$ cat src/rtl/bcd_cmp_pkg.sv
// Shared definitions for the sequential BCD magnitude comparator:
// digit width, FSM state encoding and comparison result encoding.
package bcd_cmp_pkg;

    localparam int DIGIT_W = 4;

    typedef enum logic {
        IDLE = 1'b0,
        SCAN = 1'b1
    } state_t;

    typedef enum logic [1:0] {
        LT = 2'd0,
        EQ = 2'd1,
        GT = 2'd2
    } cmp_res_t;

    // One-hot {lt, eq, gt} view of a result code.
    function automatic logic [2:0] res_to_flags(input cmp_res_t r);
        logic [2:0] f;
        case (r)
            LT:      f = 3'b100;
            EQ:      f = 3'b010;
            GT:      f = 3'b001;
            default: f = 3'b000;
        endcase
        return f;
    endfunction

endpackage

$ cat src/rtl/bcd_digit_cmp.sv
// Combinational unsigned compare of one 4-bit digit. Values above 9 are
// ordered as plain binary so a result is always produced.
module bcd_digit_cmp
    import bcd_cmp_pkg::*;
(
    input  logic [DIGIT_W-1:0] a,
    input  logic [DIGIT_W-1:0] b,
    output logic               lt,
    output logic               eq,
    output logic               gt
);

    assign lt = (a <  b);
    assign eq = (a == b);
    assign gt = (a >  b);

endmodule

$ cat src/rtl/bcd_mag_compare_seq.sv
// Sequential multi-digit BCD magnitude comparator. Latches both operands on
// start, then scans one digit per clock from the most significant digit and
// stops at the first difference. Results are registered and held until the
// next done pulse.
// Optional build macro BCD_CMP_CHECK_EN: flags any non-BCD digit (>9) seen in
// the operands at the start edge on the invalid output; otherwise invalid=0.
module bcd_mag_compare_seq
    import bcd_cmp_pkg::*;
#(
    parameter int DIGITS = 4
) (
    input  logic                      clk,
    input  logic                      rst,
    input  logic                      start,
    input  logic [DIGIT_W*DIGITS-1:0] x,
    input  logic [DIGIT_W*DIGITS-1:0] y,
    output logic                      busy,
    output logic                      done,
    output logic                      lt,
    output logic                      eq,
    output logic                      gt,
    output logic                      invalid
);

    localparam int OP_W  = DIGIT_W * DIGITS;
    localparam int IDX_W = (DIGITS > 1) ? $clog2(DIGITS) : 1;
    localparam logic [IDX_W-1:0] IDX_MAX = IDX_W'(DIGITS - 1);

    state_t             r_state;
    state_t             w_state_nxt;
    logic [OP_W-1:0]    r_x;
    logic [OP_W-1:0]    r_y;
    logic [IDX_W-1:0]   r_idx;
    logic               r_done;
    logic               r_lt;
    logic               r_eq;
    logic               r_gt;

    logic [OP_W-1:0]    w_shx;
    logic [OP_W-1:0]    w_shy;
    logic [DIGIT_W-1:0] w_dig_x;
    logic [DIGIT_W-1:0] w_dig_y;
    logic               w_dlt;
    logic               w_deq;
    logic               w_dgt;
    logic               w_load;
    logic               w_resolve;
    logic               w_idx_dec;
    cmp_res_t           w_res;
    logic [2:0]         w_flags;

    // Digit mux: bring digit r_idx of each latched operand down to bits [3:0].
    assign w_shx   = r_x >> (r_idx * DIGIT_W);
    assign w_shy   = r_y >> (r_idx * DIGIT_W);
    assign w_dig_x = w_shx[DIGIT_W-1:0];
    assign w_dig_y = w_shy[DIGIT_W-1:0];

    bcd_digit_cmp u_digit_cmp (
        .a  (w_dig_x),
        .b  (w_dig_y),
        .lt (w_dlt),
        .eq (w_deq),
        .gt (w_dgt)
    );

    // FSM state register.
    always_ff @(posedge clk or posedge rst) begin
        if (rst) r_state <= IDLE;
        else     r_state <= w_state_nxt;
    end

    // Next state and per-cycle control: load on start, resolve on first
    // differing digit or after the last equal digit, else step down.
    always_comb begin
        w_state_nxt = r_state;
        w_load      = 1'b0;
        w_resolve   = 1'b0;
        w_idx_dec   = 1'b0;
        w_res       = EQ;
        case (r_state)
            IDLE: begin
                if (start) begin
                    w_load      = 1'b1;
                    w_state_nxt = SCAN;
                end
            end
            SCAN: begin
                if (w_dlt) begin
                    w_res       = LT;
                    w_resolve   = 1'b1;
                    w_state_nxt = IDLE;
                end else if (w_dgt) begin
                    w_res       = GT;
                    w_resolve   = 1'b1;
                    w_state_nxt = IDLE;
                end else if (r_idx == '0) begin
                    w_res       = EQ;
                    w_resolve   = 1'b1;
                    w_state_nxt = IDLE;
                end else begin
                    w_idx_dec   = 1'b1;
                end
            end
            default: w_state_nxt = IDLE;
        endcase
    end

    assign w_flags = res_to_flags(w_res);

    // Digit index: restart at the most significant digit on load.
    always_ff @(posedge clk or posedge rst) begin
        if (rst)            r_idx <= IDX_MAX;
        else if (w_load)    r_idx <= IDX_MAX;
        else if (w_idx_dec) r_idx <= r_idx - IDX_W'(1);
    end

    // Operand capture; later x/y changes cannot disturb a running scan.
    always_ff @(posedge clk) begin
        if (w_load) begin
            r_x <= x;
            r_y <= y;
        end
    end

    // Result flags and done pulse; flags are only rewritten on resolve.
    always_ff @(posedge clk or posedge rst) begin
        if (rst) begin
            r_done <= 1'b0;
            r_lt   <= 1'b0;
            r_eq   <= 1'b0;
            r_gt   <= 1'b0;
        end else begin
            r_done <= w_resolve;
            if (w_resolve) begin
                r_lt <= w_flags[2];
                r_eq <= w_flags[1];
                r_gt <= w_flags[0];
            end
        end
    end

`ifdef BCD_CMP_CHECK_EN
    logic r_inv_pend;
    logic r_invalid;

    function automatic logic any_non_bcd(input logic [OP_W-1:0] v);
        logic f;
        f = 1'b0;
        for (int i = 0; i < DIGITS; i++) begin
            if (v[i*DIGIT_W +: DIGIT_W] > 4'd9) f = 1'b1;
        end
        return f;
    endfunction

    // Non-BCD check is taken on the raw operands at the start edge and
    // only published alongside done.
    always_ff @(posedge clk or posedge rst) begin
        if (rst) begin
            r_inv_pend <= 1'b0;
            r_invalid  <= 1'b0;
        end else begin
            if (w_load)    r_inv_pend <= any_non_bcd(x) | any_non_bcd(y);
            if (w_resolve) r_invalid  <= r_inv_pend;
        end
    end

    assign invalid = r_invalid;
`else
    assign invalid = 1'b0;
`endif

    assign busy = (r_state == SCAN);
    assign done = r_done;
    assign lt   = r_lt;
    assign eq   = r_eq;
    assign gt   = r_gt;

endmodule

$ cat config.mk
export PLATFORM = sky130hd
export DESIGN_NAME = bcd_mag_compare_seq
export DESIGN_NICKNAME = d
export VERILOG_FILES = /design/src/rtl/bcd_cmp_pkg.sv /design/src/rtl/bcd_digit_cmp.sv /design/src/rtl/bcd_mag_compare_seq.sv
export SDC_FILE = /design/constraint.sdc
export NUM_CORES = 1
export LEC_CHECK = 0
export ABC_AREA = 1
export BUFFER_PORTS_ARGS = -buffer_cell sky130_fd_sc_hd__buf_4
export CORE_MARGIN = 4
export CORE_UTILIZATION = 37
export CTS_CLUSTER_SIZE = 10
export DETAILED_ROUTE_END_ITERATION = 10
export PLACE_DENSITY = 0.62
export SLEW_MARGIN = 20
export SYNTH_ARGS = -nofsm -noshare
export SYNTH_HDL_FRONTEND = slang
export SYNTH_SLANG_ARGS = --single-unit
$ cat constraint.sdc
create_clock -name clk -period 3.43 [get_ports clk]
set_input_delay 0.686 -clock clk [delete_from_list [all_inputs] [get_ports clk]]
set_output_delay 0.686 -clock clk [all_outputs]
set_load 0.03 [all_outputs]
==> impl_metrics.toml <==
[outcome]
status = "finished, final reports clean"

[critical_path]
cp_num_buf_inv = 2
critical_path_class = "reg -> reg"
cp_slowest_cell = "dfstp_2"
crit_required_ns = 3.60
startpoint_type = "flip-flop"
endpoint_kind = "flip-flop"
path_delay_family = "flip-flops"
slowest_delay_ns = 0.74
cp.arrival_ns = 2.40
path_cells = "inv_4 > o21ai_0 > o22ai_1 > ha_1 > nand2_2 > inv_1 > nand2_1 > nand2_2 > nand2_1 > nand2_2 > nand2_1 > o21ai_0"
cp_max_fo = 18

[sta]
min_period_ns = 2.23
fin_crit_sh_pct = 65.2
worst_pin_slew_ns = 0.583
finalSetupTns_ns = 0
fmax_ghz = 0.447
worst_slack_ns = 1.20
rsz0062_at_grt = "false"
hold_viol = 0
fin_worst_skew_ns = 0.00800
final_max_slew_viol_count = 0
relSlewSlack_pct = 61.1
finalSetupViolations = 0
holdWs_ns = 0.325

[global_routing]
antenna_found_initial = 0
grt_pass1_vias = 1121
overflow = 0
grt_pass1_wl_um = 5040
grt_max_degree = 20
grtUsageTotal_pct = 12.5

[yosys]
ys_async_sr_fraction_pct = 17.9
synth_fp_nets = 168
synth_seq_area_share_pct = 70.3
synth_edf_count = 32
syn_area_um2 = 1620
yosys_warnings = 0
syn_inst = 128
postSynthAreaPerCell_um2 = 12.6
ys_ff_latch = 39
synth_cell_types = 20
ys_dominant_reg_cell = "edfxtp_1"

[cts]
ctsResizeCount = 0
cts.path.max_buffers = 2
clock_latency_ns = 0.29
root_buffer = "clkbuf_8"
postCtsHoldBufs = 0
cts_tree = "yes"
cts_made_buffers = 5
clk_pin_slew_ns = 0.07
cts_sinks = 39
h-tree-depth = 2
cts_setup_buffers = 0

[drt]
drt_first_pass_iters = 4
post_drt_wl_per_cell_um = 14.2
drc = 0
vias_per_cell = 4.90
finalWirelength_um = 3130
drt_iter0_drc = 50
vias = 1084
ant_nets = 0

[pwr]
leakage_nw = 0.856
worst_ir_drop_vdd_mv = 0.305
p_per_area_nw_per_um2 = 774

[floorplanning]
initial_utilization_pct = 39.3
coreArea_um2 = 4120
dieHeight_um = 74.2
die-area_um2 = 5500
ios = 41
die_x_um = 74.2
rows = 23

[layout]
diodes = 0
drive_gt1_share_pct = 33.3
area_growth_syn_to_layout_pct = 27.5
nets = 210
final_area_um2 = 2060
final_util_pct = 50.2

[place]
postPlaceCellArea_um2 = 1950
portBuffers = 39
dp_slack_ns = 1.22
post-dp-hpwl_um = 2340
gp_congestion = 0.824

[run]
maxCapViolCount = 0

[min_path]
holdCritPathClass = "in -> async"
## final timing paths
path / from / cells past startpoint / to / slack [ns]
max: r_idx[0]$_DFFE_PP1P_ / 12 / lt$_DFFE_PP0P_ / 1.20
min: rst / 2 / busy$_DFF_PP0_ / 0.33
max reg2reg: r_idx[0]$_DFFE_PP1P_ / 12 / lt$_DFFE_PP0P_ / 1.20
min reg2reg: gt$_DFFE_PP0P_ / 2 / gt$_DFFE_PP0P_ / 0.50
max in group asynchronous: rst / 2 / r_idx[1]$_DFFE_PP1P_ / 2.84
min in group clk: gt$_DFFE_PP0P_ / 2 / gt$_DFFE_PP0P_ / 0.50
## state kept, by name, summed over array words and instances (netlist names)
signal,count
r_y,16
lt,1
eq,1
busy,1
r_x,16
r_idx,2
gt,1
done,1
## power by group
part	total, mW	leakage [nW]	switching, mW	internal (mW)
sequential	0.658	0.389	0.0572	0.601
clock	0.381	0.0548	0.163	0.219
combinational	0.558	0.412	0.342	0.215
total	1.60	0.856	0.562	1.04
## synthesized netlist by cell type, types with 2 or more instances
cell type / instances / area [um^2]
a21oi_1: 5 / 25.0
a32o_1: 4 / 40.0
buf_2: 2 / 10.0
buf_4: 3 / 22.5
dfrtp_1: 5 / 125
dfstp_2: 2 / 52.6
edfxtp_1: 32 / 961
ha_1: 5 / 62.6
inv_1: 8 / 30.0
nand2_1: 28 / 105
nand2_2: 4 / 25.0
nor2_1: 9 / 33.8
o21ai_0: 10 / 50.1
o21ai_1: 2 / 10.0
o22ai_1: 4 / 25.0
## layout make-up
class | instances | area (um^2)
inverter | 9 | 36.3
tap | 50 | 62.6
fill | 371 | 2050
sequential | 39 | 1140
clock buffer | 5 | 68.8
multi-input combinational | 75 | 412
timing repair buffer | 40 | 300
clock inverter | 3 | 46.3
## layout by cell type (no fill, tap or decap)
| cell | count |
|---|---|
| buf_4 | 40 |
| edfxtp_1 | 32 |
| nand2_1 | 28 |
| o21ai_0 | 10 |
| nor2_1 | 9 |
| inv_1 | 8 |
| a21oi_1 | 5 |
| ha_1 | 5 |
| dfrtp_1 | 5 |
| clkbuf_8 | 5 |
| nand2_2 | 4 |
| a32o_1 | 4 |
| o22ai_1 | 4 |
| o21ai_1 | 2 |
| dfstp_2 | 2 |
| nor3_4 | 1 |
| nand3_2 | 1 |
| nand3_1 | 1 |
| inv_4 | 1 |
| conb_1 | 1 |
| bufinv_16 | 1 |
| inv_6 | 1 |
| clkinvlp_4 | 1 |
## kinds of logic after synthesis
family	count (synthesis)	synth area share, %
fa+ha+maj	5	3.86
buf+inv	14	4.25
compound gates	25	9.27
simple gates	44	12.1
flops	39	70.3
other cells	1	0.232
## metal layers
| metal | GRT usage, % | vias to the layer above | wire (um) |
|---|---|---|---|
| li1 | - | 532 | - |
| met1 | 15.1 | 513 | 1290 |
| met2 | 20.5 | 37 | 1600 |
| met3 | 4.46 | 2 | 221 |
| met4 | 4.83 | 0 | 21 |
| met5 | 0 | - | 0 |
## through the flow
| step | cells | power, mW |
|---|---|---|
| after floorplan | 128 | 1.08 |
| after global placement | 213 | 1.20 |
| after detailed placement | 213 | 1.23 |
| after CTS | 221 | 1.62 |
| after global routing | 221 | 1.72 |
| final | 221 | 1.60 |
(Power assumes the default switching activity.)
